<file path="src/rtl/net_pkg.sv">
// rtl/net_pkg.sv - shared state encoding and Ethernet constants for the net_up/net_down paths
package net_pkg;

    typedef logic [1:0] state_t;

    localparam state_t ST_IDLE    = 2'd0;
    localparam state_t ST_RX      = 2'd1;
    localparam state_t ST_DISCARD = 2'd2;
    localparam state_t ST_NOTIFY  = 2'd3;

    localparam logic [7:0] PREAMBLE_BYTE   = 8'h55;
    localparam logic [7:0] SFD_BYTE        = 8'hD5;
    localparam int         ETH_MAX_RAW_LEN = 1526;

    // Longest run of non-SFD bytes tolerated before the frame is abandoned.
    localparam logic [3:0] PRE_MAX_BYTES   = 4'd15;

endpackage

</file>
<file path="src/rtl/net_sync_l2h.sv">
// rtl/net_sync_l2h.sv - 3-FF level synchronizer with a one-cycle rising-edge pulse
module net_sync_l2h (
    input  logic clk,
    input  logic rst_n,
    input  logic async_in,
    output logic rise
);

    logic [2:0] sync_sr;

    always_ff @(posedge clk or negedge rst_n) begin
        if (!rst_n) begin
            sync_sr <= '0;
        end else begin
            sync_sr <= {sync_sr[1:0], async_in};
        end
    end

    // sync_sr[1] is the first metastability-safe stage; sync_sr[2] is its history.
    assign rise = sync_sr[1] & ~sync_sr[2];

endmodule

</file>
<file path="src/rtl/net_up.sv">
// rtl/net_up.sv - GMII RX frame capture into uplink RAM with start/len/completed handshake (option: NET_UP_PREAMBLE_STRIP_EN)
module net_up
    import net_pkg::*;
#(
    parameter int ADDR_W  = 11,
    parameter int MAX_LEN = ETH_MAX_RAW_LEN,
    parameter int MIN_LEN = 1,
    parameter int DROP_W  = 16
) (
    input  logic              clk_125m,
    input  logic              rst_n,
    input  logic [7:0]        gmii_rxd,
    input  logic              gmii_rxdv,
    input  logic              gmii_rxer,
    output logic              ram_net_up_wr_en,
    output logic              ram_net_up_wr_we,
    output logic [ADDR_W-1:0] ram_net_up_wr_addr,
    output logic [7:0]        ram_net_up_wr_data,
    output logic              ram_net_up_start,
    output logic [ADDR_W-1:0] ram_net_up_len,
    input  logic              ram_net_up_completed,
    output logic [DROP_W-1:0] net_up_drop_cnt
);

    // One spare bit so a MAX_LEN of 2**ADDR_W still compares correctly.
    localparam int               CNT_W   = ADDR_W + 1;
    localparam logic [CNT_W-1:0] MAX_CNT = CNT_W'(MAX_LEN);
    localparam logic [CNT_W-1:0] MIN_CNT = CNT_W'(MIN_LEN);

    logic [7:0]       rxd_q;
    logic             rxdv_q;
    logic             rxdv_qq;
    logic             rxer_q;
    logic             primed;
    logic             armed;
    logic             sof;
    logic             eof;
    logic             done_l2h;
    logic             frame_ok;
    logic             drop_evt;
    state_t           state;
    logic [CNT_W-1:0] cnt;
`ifdef NET_UP_PREAMBLE_STRIP_EN
    logic             sfd_seen;
    logic [3:0]       pre_cnt;
`endif

    net_sync_l2h u_sync_completed (
        .clk      (clk_125m),
        .rst_n    (rst_n),
        .async_in (ram_net_up_completed),
        .rise     (done_l2h)
    );

    // primed keeps the reset value of rxdv_q from arming us while a frame is already on the wire.
    always_ff @(posedge clk_125m or negedge rst_n) begin
        if (!rst_n) begin
            rxd_q   <= '0;
            rxdv_q  <= 1'b0;
            rxdv_qq <= 1'b0;
            rxer_q  <= 1'b0;
            primed  <= 1'b0;
            armed   <= 1'b0;
        end else begin
            rxd_q   <= gmii_rxd;
            rxdv_q  <= gmii_rxdv;
            rxdv_qq <= rxdv_q;
            rxer_q  <= gmii_rxer;
            primed  <= 1'b1;
            if (primed && !rxdv_q) begin
                armed <= 1'b1;
            end
        end
    end

    assign sof = rxdv_q & ~rxdv_qq;
    assign eof = ~rxdv_q & rxdv_qq;

`ifdef NET_UP_PREAMBLE_STRIP_EN
    assign frame_ok = sfd_seen && (cnt >= MIN_CNT);
`else
    assign frame_ok = (cnt >= MIN_CNT);
`endif

    always_ff @(posedge clk_125m or negedge rst_n) begin
        if (!rst_n) begin
            state              <= ST_IDLE;
            cnt                <= '0;
            drop_evt           <= 1'b0;
            ram_net_up_wr_en   <= 1'b0;
            ram_net_up_wr_we   <= 1'b0;
            ram_net_up_wr_addr <= '0;
            ram_net_up_wr_data <= '0;
            ram_net_up_start   <= 1'b0;
            ram_net_up_len     <= '0;
`ifdef NET_UP_PREAMBLE_STRIP_EN
            sfd_seen           <= 1'b0;
            pre_cnt            <= '0;
`endif
        end else begin
            ram_net_up_wr_en <= 1'b0;
            ram_net_up_wr_we <= 1'b0;
            drop_evt         <= 1'b0;

            case (state)
                ST_IDLE: begin
                    if (sof && armed) begin
                        if (rxer_q) begin
                            state <= ST_DISCARD;
                        end else begin
                            state <= ST_RX;
`ifdef NET_UP_PREAMBLE_STRIP_EN
                            cnt      <= '0;
                            sfd_seen <= (rxd_q == SFD_BYTE);
                            pre_cnt  <= (rxd_q == SFD_BYTE) ? 4'd0 : 4'd1;
`else
                            ram_net_up_wr_en   <= 1'b1;
                            ram_net_up_wr_we   <= 1'b1;
                            ram_net_up_wr_addr <= '0;
                            ram_net_up_wr_data <= rxd_q;
                            cnt                <= CNT_W'(1);
`endif
                        end
                    end
                end

                ST_RX: begin
                    if (eof) begin
                        if (frame_ok) begin
                            ram_net_up_len   <= cnt[ADDR_W-1:0];
                            ram_net_up_start <= 1'b1;
                            state            <= ST_NOTIFY;
                        end else begin
                            drop_evt <= 1'b1;
                            state    <= ST_IDLE;
                        end
                    end else if (rxdv_q) begin
                        if (rxer_q) begin
                            state <= ST_DISCARD;
`ifdef NET_UP_PREAMBLE_STRIP_EN
                        end else if (!sfd_seen) begin
                            if (rxd_q == SFD_BYTE) begin
                                sfd_seen <= 1'b1;
                            end else if (pre_cnt == PRE_MAX_BYTES) begin
                                state <= ST_DISCARD;
                            end else begin
                                pre_cnt <= pre_cnt + 4'd1;
                            end
`endif
                        end else if (cnt == MAX_CNT) begin
                            state <= ST_DISCARD;
                        end else begin
                            ram_net_up_wr_en   <= 1'b1;
                            ram_net_up_wr_we   <= 1'b1;
                            ram_net_up_wr_addr <= cnt[ADDR_W-1:0];
                            ram_net_up_wr_data <= rxd_q;
                            cnt                <= cnt + CNT_W'(1);
                        end
                    end
                end

                ST_DISCARD: begin
                    if (eof) begin
                        drop_evt <= 1'b1;
                        state    <= ST_IDLE;
                    end
                end

                ST_NOTIFY: begin
                    // A frame starting here is lost even if the consumer releases us this cycle.
                    if (sof) begin
                        drop_evt <= 1'b1;
                    end
                    if (done_l2h) begin
                        ram_net_up_start <= 1'b0;
                        state            <= ST_IDLE;
                    end
                end

                default: begin
                    state <= ST_IDLE;
                end
            endcase
        end
    end

    always_ff @(posedge clk_125m or negedge rst_n) begin
        if (!rst_n) begin
            net_up_drop_cnt <= '0;
        end else if (drop_evt && (net_up_drop_cnt != '1)) begin
            net_up_drop_cnt <= net_up_drop_cnt + DROP_W'(1);
        end
    end

endmodule

</file>
<file path="config.mk">
export PLATFORM = sky130hd
export DESIGN_NAME = net_up
export DESIGN_NICKNAME = d
export VERILOG_FILES = /design/src/rtl/net_pkg.sv /design/src/rtl/net_sync_l2h.sv /design/src/rtl/net_up.sv
export SDC_FILE = /design/constraint.sdc
export NUM_CORES = 1
export LEC_CHECK = 0
export CELL_PAD_IN_SITES_DETAIL_PLACEMENT = 1
export CELL_PAD_IN_SITES_GLOBAL_PLACEMENT = 2
export CORE_AREA = 2 2 101 103
export CTS_BUF_LIST = sky130_fd_sc_hd__clkbuf_16
export CTS_CLUSTER_SIZE = 10
export DETAILED_ROUTE_END_ITERATION = 16
export DIE_AREA = 0 0 103 105
export PLACE_DENSITY = 0.9
export SYNTH_ARGS = -nofsm -noshare
export SYNTH_HDL_FRONTEND = slang
export SYNTH_SLANG_ARGS = --single-unit
export TNS_END_PERCENT = 1
</file>
<file path="constraint.sdc">
create_clock -name clk_125m -period 5.6 [get_ports clk_125m]
set_input_delay 1.12 -clock clk_125m [delete_from_list [all_inputs] [get_ports clk_125m]]
set_output_delay 1.12 -clock clk_125m [all_outputs]
set_load 0.01 [all_outputs]
</file>
**Word-level counts from Yosys, hierarchy flattened**

Cells that the tools add are included.

- Add/subtract/negate cells: 2
- Magnitude comparators: 1
- Eq/ne operators: 17
- Mux-type cells: 47
- Bitwise logic cells: 6
- Reductions and logical operators: 11

Operator list:

| cell | number |
|---|---|
| two-way mux 12 bit | 6 |
| two-way mux 11 bit | 6 |
| two-way mux 8 bit | 6 |
| one-hot mux 12 bit (2 select lines) | 1 |
| one-hot mux 11 bit (2 select lines) | 1 |
| != test 2 bit, second input constant | 10 |
| two-way mux 2 bit | 9 |
| adder 16 x 1 -> 16 bit, second input constant | 1 |
| != test 16 bit, second input constant | 1 |
| one-hot mux 8 bit (2 select lines) | 1 |
| two-way mux 1 bit | 13 |
| adder 12 x 1 -> 12 bit, second input constant | 1 |
| equality test 12 x 11 -> 1 bit, second input constant | 1 |
| >= comparator 12 x 1 -> 1 bit, second input constant | 1 |
| one-hot mux 2 bit (4 select lines) | 1 |
| AND reduction 7 bit | 1 |
| AND reduction 5 bit | 1 |
| equality test 2 bit, second input constant | 2 |
| != test 4 bit, second input constant | 1 |
| one-hot mux 1 bit (2 select lines) | 2 |
| AND reduction 4 bit | 1 |
| nonzero test 2 bit | 2 |
| AND 1 bit | 3 |
| logical AND 1 bit | 3 |
| other kinds (7) | 9 |

- Register bits after elaboration: 79
- Input port bits: 13
- Output and inout port bits: 49
- Logic and storage cells: 100

**Longest topological paths before layout**

Gate-level depths: netlist of run 1.

- Depth after elaboration: 6
- Mapped depth: 8
- Depth with buffers taken out: 7

**Modules after synthesis**

From an unflattened synthesis of run 1, not the netlist that was laid out.

- Cell total of the unflattened synthesis: 300
- Area total of the unflattened synthesis: 3438.3 µm²

Modules (own cells, without submodules):

| module | times used | cells each | area each (µm²) |
|---|---|---|---|
| net_up | 1 | 296 | 3349.5 |
| net_sync_l2h | 1 | 4 | 88.8 |

**Least setup slack after synthesis of run 1**

Ideal clock, no wire load.

- Path kind: register to register
- Start point: reg cnt[3]
- End point: reg ram_net_up_wr_data[0]
- Setup time: 0.125 ns
- Arrival time: 2.026 ns
- Setup slack: 3.449 ns
- Cell stages (with the launch flop): 8
- Period minus slack after synthesis: 2.151 ns
- Cell sequence: dfrtp_1 buf_6 or3_4 or4_1 buf_2 a21oi_4 inv_4 mux2_4

- Longest elaborated chain between the ends: 3

Ends and longest elaborated chain:

| item | RTL line | RTL |
|---|---|---|
| from (decl) | net_up.sv:42 | `logic [CNT_W-1:0] cnt;` |
| from (signal assigned) | net_up.sv:157 | `cnt <= cnt + CNT_W'(1);` |
| equality test 12 x 11 -> 1 bit | net_up.sv:150 | `end else if (cnt == MAX_CNT) begin` |
| != test 2 bit (no line) | -- |  |
| AND reduction 7 bit (no line) | -- |  |
| to (signal assigned) | net_up.sv:120 | `ram_net_up_wr_data <= rxd_q;` |
| to (signal assigned) | net_up.sv:156 | `ram_net_up_wr_data <= rxd_q;` |
| to (decl) | net_up.sv:18 | `output logic [7:0] ram_net_up_wr_data,` |

Every way passes these cells.
A chain may end at the register's enable or synchronous reset.

**Worst setup path after layout of run 1**

- Start point: reg cnt[9]
- End point: reg cnt[1]

- Longest elaborated chain between the ends: 3

Ends and longest elaborated chain:

| item | RTL line |
|---|---|
| equality test 12 x 11 -> 1 bit | net_up.sv:150 |
| != test 2 bit (no line) | -- |
| AND reduction 7 bit (no line) | -- |

Every way passes these cells.

==> results of run 1 <==
-- power breakdown --
part           switching (mW)  internal [mW]
sequential              0.101          0.658
combinational           0.182          0.232
clock                   0.231          0.341
total                   0.513           1.23
-- area by class of cell --
| type | count | area, um^2 | area share (%) |
|---|---|---|---|
| Sequential cell | 79 | 1980 | 43.8 |
| Tap cell | 133 | 166 | 3.68 |
| Timing Repair Buffer | 62 | 616 | 13.6 |
| Inverter | 10 | 40.0 | 0.886 |
| Multi-Input combinational cell | 204 | 1430 | 31.7 |
| Clock buffer | 9 | 225 | 4.99 |
| Clock inverter | 7 | 62.6 | 1.39 |
-- registers in the layout (all words and copies together), names as in the netlist, 2 cells and up --
name                      flops
net_up_drop_cnt              16
cnt                          12
ram_net_up_len               11
ram_net_up_wr_addr           11
ram_net_up_wr_data            8
rxd_q                         8
u_sync_completed.sync_sr      3
state                         2
-- synth_stat cells, types with 2 or more instances --
| cell | number |
|---|---|
| dfrtp_1 | 79 |
| nand2_1 | 26 |
| nand3_1 | 24 |
| a21oi_1 | 12 |
| clkbuf_1 | 12 |
| mux2_2 | 12 |
| o21ai_0 | 12 |
| inv_1 | 9 |
| mux2_4 | 8 |
| nor2_1 | 8 |
| xor2_1 | 8 |
| and3_1 | 7 |
| a31oi_1 | 6 |
| mux2i_1 | 6 |
| ha_1 | 5 |
| nand4_1 | 5 |
| nor3_1 | 5 |
| nor4_1 | 5 |
| or4_1 | 5 |
| nor2b_1 | 4 |
| o31ai_1 | 4 |
| a211oi_1 | 3 |
| buf_2 | 3 |
| nand2b_1 | 3 |
| a21o_1 | 2 |
| a311oi_1 | 2 |
| a41oi_1 | 2 |
| nand3b_1 | 2 |
| o211ai_1 | 2 |
| o21a_1 | 2 |
| or3_1 | 2 |
| xnor2_1 | 2 |
-- worst max path at each step --
stage / to / depth (start not counted) / slack [ps]
finish: cnt[1] / 5 / 2990
global route: cnt[1] / 5 / 2740
CTS: cnt[1] / 5 / 2940
detailed placement: cnt[1] / 5 / 3060
global placement: cnt[1] / 5 / 3120
floorplan: ram_net_up_wr_data[0] / 7 / 3450
-- kinds of logic after synthesis --
kind of cell	share of synthesized area, %
AO/OA/AOI/OAI	10.5
AND/OR/NAND/NOR	16.8
flip-flops	56.1
XOR/XNOR	2.48
buffers and inverters	3.37
multiplexers	8.94
other	0.106
adder cells (fa/ha/maj)	1.77
-- routing by layer --
layer  track usage [%]  part of all wire, %  vias up
met5                 0                    0        -
met4              7.99                  2.4        0
met3              3.01                  3.1        9
met2              25.2                   47       45
met1              22.6                   47     1332
li1                  -                    -     1235
-- worst max-delay path: cells and delay by family (launching register included) --
| kind | cells | cell delay [ps] |
|---|---|---|
| and+or+nand+nor | 3 | 1500 |
| DFF | 1 | 460 |
| buffers and inverters | 1 | 300 |
| AOI/OAI and AO/OA | 1 | 240 |
-- placed cells by master, fill, tap and decap left out, types with 2 or more instances in the layout --
master / instances
a211oi_1: 3
a21o_1: 2
a21oi_1: 12
a311oi_1: 2
a31oi_1: 6
a41oi_1: 2
and3_1: 7
buf_4: 2
clkbuf_16: 9
clkdlybuf4s50_1: 60
clkinv_1: 3
dfrtp_1: 79
ha_1: 5
inv_1: 9
mux2_2: 12
mux2_4: 8
mux2i_1: 6
nand2_1: 26
nand2b_1: 3
nand3_1: 24
nand3b_1: 2
nand4_1: 5
nor2_1: 8
nor2b_1: 4
nor3_1: 5
nor4_1: 5
o211ai_1: 2
o21a_1: 2
o21ai_0: 12
o31ai_1: 4
or3_1: 2
or4_1: 5
xnor2_1: 2
xor2_1: 8
==> flow_summary.ini, run 1 <==
[layout]
n_antenna_cell = 0
nFillCells = 1055
final_nets = 384
finalNonFillerCells = 504
drive_above_1_share_pct = 11.6
fin_util_pct = 46.9
syn_to_final_growth_pct = 28.1
final_cell_area_um2 = 4520

[placed_design]
place_inst = 488
portBuffers = 61
place_ws_ps = 3060
hpwl_um = 5640
gp_congestion = 0.784
dpl_cell_area_um2 = 4230

[power]
leakage_nw = 1.96
power.total_mw = 1.74
ir_drop_mv = 0.200
powerDensity_nw_per_um2 = 386

[sta]
setup_viol = 0
fin_skew_ps = 8.82
min_period_ps = 2610
timing.fmax_ghz = 0.383
tns_ps = 0
fin_ws_ps = 2990
hold_viol_final = 0
rsz0062_at_grt = false
whs_ps = 348
maxSlewViolCount = 0
worst_pin_slew_ps = 1070
slew_headroom_pct = 27.8
min_period_over_period_pct = 46.6

[hold_path]
hold_path_end = u_sync_completed.sync_sr[1]
holdPathStages = 0
hold_path.startpoint = u_sync_completed.sync_sr[0]
worstHoldPathType = flip-flop to flip-flop

[detailed_routing]
wire_per_inst_um = 16.6
drt_iter0_markers = 76
drc_errors = 0
via_count = 2621
firstDrtPassIters = 4
ant_nets = 0
wl_um = 8350
viasPerCell = 5.20

[critical_path]
cp_max_fo = 11
critPathLaunchType = flip-flop
cpMaxStageDelayCell = nor4_1
r2r_setup_slack_ps = 2990
worstReg2RegStart = cnt[9]
r2r_cells = 5
critPathKind = flip-flop to flip-flop
timing.rr.end = cnt[1]
worstPathArrival_ps = 2840
cp_data_required_time_ps = 5840
startpoint = cnt[9]
max_stage_delay_ps = 920
crit_path_cell_trace = or3_4 -> nor4_1 -> buf_4 -> nor2_1 -> o31ai_1
endpoint_kind = flip-flop

[global_routing]
grt_use_total_pct = 16.6
grt_max_degree = 80
grt_pass1_wl_um = 13800
grt_pass1_vias = 2688
grt_overflow_total = 0
antenna_found_initial = 0

[clock_tree]
cts_buffers = 9
hold_buffers = 0
cts_setup_buffers = 0
cts.path.max_buffers = 2
cts_tree = built
clock_sinks = 79
clkLatencyLatePin_ps = 340
cts_resized = 0
root_buffer = clkbuf_16
clk_pin_slew_ps = 60
cts_max_level = 3

[outcome]
status = completed

[yosys]
synth-seq-cells = 79
synth.top_cell.area_share_pct = 56.1
ys.flop_type = dfrtp_1
synthArstFlopShare_pct = 100
yosysTopAreaCell = dfrtp_1
netlist_area_um2 = 3530
avgSynthCellArea_um2 = 11.4
syn-num-nets = 328
synth-edff-count = 0
yosys_warnings = 0
syn_inst = 310
synth_cell_type_count = 55
yosys-top-cells-area = dfrtp_1 (56%), mux2_2 (3.8%), nand3_1 (3.4%)
synth_seq_area_share_pct = 56.1

[floorplan]
dieHeight_um = 105
core_area_um2 = 9640
dieArea_um2 = 10800
io_pins = 62
start_util_pct = 36.6
fp-row-count = 36
die_w_um = 103

[flow_run]
maxCapViolations = 0
Note: power is estimated with default switching activity, not from simulation.
==> run 2, diff against run 1 <==
- CORE_AREA: 2 2 101 103 -> 2 2 105 107
- DIE_AREA: 0 0 103 105 -> 0 0 107 109
- PLACE_DENSITY: 0.9 -> 0.85
- clock period: 5.6 -> 2.4 ns (I/O delays scaled with it)
==> run 2 against run 1 <==
  * First-iteration DRC count is 28% higher
  * Die area increased by 7.8%
  * Register-to-register slack worse by 2800 ps
  * Clock power is 140% higher
  * Via count increased by 2.8%
  * Sequential power grew 130%
  * Worst setup slack worse by 2800 ps
  * Sequential share of layout area is 1.2 points lower
==> flow_summary.ini, run 2 (synthesis gave the netlist of run 1 again) <==
[layout]
fin_util_pct = 43.8
layout_common_cells = dfrtp_1 (79), clkdlybuf4s50_1 (60), nand2_1 (26)
drive_above_1_share_pct = 15.4
largest_reg_flops = 16
final_nets = 397
multiInputGateArea_um2 = 1430
ff_latch_area_um2 = 1980
nFillCells = 1150
syn_to_final_growth_pct = 31.8
layout_commonest_cell = dfrtp_1
final_cell_area_um2 = 4650
top_regs = net_up_drop_cnt x16, cnt x12
top_register = net_up_drop_cnt
n_antenna_cell = 0

[global_routing]
antenna_found_initial = 0
grt_pass1_wl_um = 14800
grt_pass1_vias = 2899
grt_use_total_pct = 16.4
grt_overflow_total = 0
grt_max_degree = 43

[critical_path]
timing.rr.end = ram_net_up_wr_data[7]
r2r_cells = 5
max_stage_delay_ps = 610
cpMaxStageDelayCell = or4_1
cp_max_fo = 9
cp_data_required_time_ps = 2630
worstReg2RegStart = cnt[11]
critPathLaunchType = flip-flop
endpoint_kind = flip-flop
worstPathArrival_ps = 2400
critPathKind = flip-flop to flip-flop
r2r_setup_slack_ps = 230
crit_path_cell_trace = or3_4 -> or4_1 -> a21oi_4 -> inv_4 -> mux2_4
startpoint = cnt[11]

[clock_tree]
root_buffer = clkbuf_16
hold_buffers = 0
cts.path.max_buffers = 2
cts_setup_buffers = 0
clk_pin_slew_ps = 70
clkLatencyLatePin_ps = 340
cts_tree = built
cts_resized = 0
cts_buffers = 9
clock_sinks = 79
cts_max_level = 3

[power]
power.total_mw = 4.13
powerDensity_nw_per_um2 = 889
ir_drop_mv = 0.380
leakage_nw = 2.04

[sta]
rsz0062_at_grt = false
fin_skew_ps = 9.64
worst_pin_slew_ps = 622
slew_headroom_pct = 58.4
tns_ps = 0
maxSlewViolCount = 0
hold_viol_final = 0
timing.fmax_ghz = 0.461
min_period_ps = 2170
setup_viol = 0
min_period_over_period_pct = 90.4

[hold_path]
worstHoldPathType = input pin to asynchronous set/reset pin

[detailed_routing]
via_count = 2695
drt_iter0_markers = 97
drc_errors = 0
viasPerCell = 5.14
wire_per_inst_um = 16.5
ant_nets = 0
wl_um = 8630
firstDrtPassIters = 4

[placed_design]
gp_congestion = 0.839
portBuffers = 61
hpwl_um = 6130
dpl_cell_area_um2 = 4350

[flow_run]
maxCapViolations = 0

[floorplan]
dieHeight_um = 109
fp-row-count = 38
io_pins = 62
die_w_um = 107
core_area_um2 = 10600
dieArea_um2 = 11700
start_util_pct = 33.3

[outcome]
status = completed
[run 2: how the worst max path moves through the flow]
stage	slack, ps	to	cells after the start
after floorplan	250	ram_net_up_wr_data[0]	7
after global placement	280	ram_net_up_wr_data[6]	5
after detailed placement	210	ram_net_up_len[7]	4
after CTS	210	ram_net_up_len[7]	4
after global routing	5	ram_net_up_wr_addr[3]	4
final	230	ram_net_up_wr_data[7]	5
[run 2: cell type report]
class                   count  area share, %
repair buffers             75           15.6
flip-flops and latches     79           42.5
clock buffers               9           4.85
inverters                  10          0.862
multi-input cells         204           30.8
well taps                 140           3.77
clock inverters             7           1.59
[run 2: critical path: cells and delay by family (launching register included)]
family          cells  cell delay (ps)
buf+inv             1              110
simple gates        2             1030
compound gates      1              210
mux                 1              310
flops               1              400
[run 2: metrics by stage]
| step | hold slack [ps] | setup slack, ps | instances |
|---|---|---|---|
| after global routing | 160 | 4.95 | 524 |
| after global placement | 335 | 281 | 508 |
| after floorplan | 184 | 249 | 310 |
| final | 127 | 230 | 524 |
| after detailed placement | 337 | 213 | 508 |
| after CTS | 139 | 209 | 524 |
[run 2: where the power goes]
| group | internal [mW] | switching, mW |
|---|---|---|
| Combinational | 0.564 | 0.450 |
| Clock | 0.737 | 0.623 |
| Sequential | 1.53 | 0.224 |
[run 2: layer usage]
metal | vias to the layer above | routed length [um] | track usage (%)
met5 | - | 0 | 0
met4 | 0 | 119 | 6.03
met3 | 11 | 403 | 3.41
met2 | 71 | 4190 | 27.0
met1 | 1355 | 3910 | 21.5
li1 | 1258 | - | -
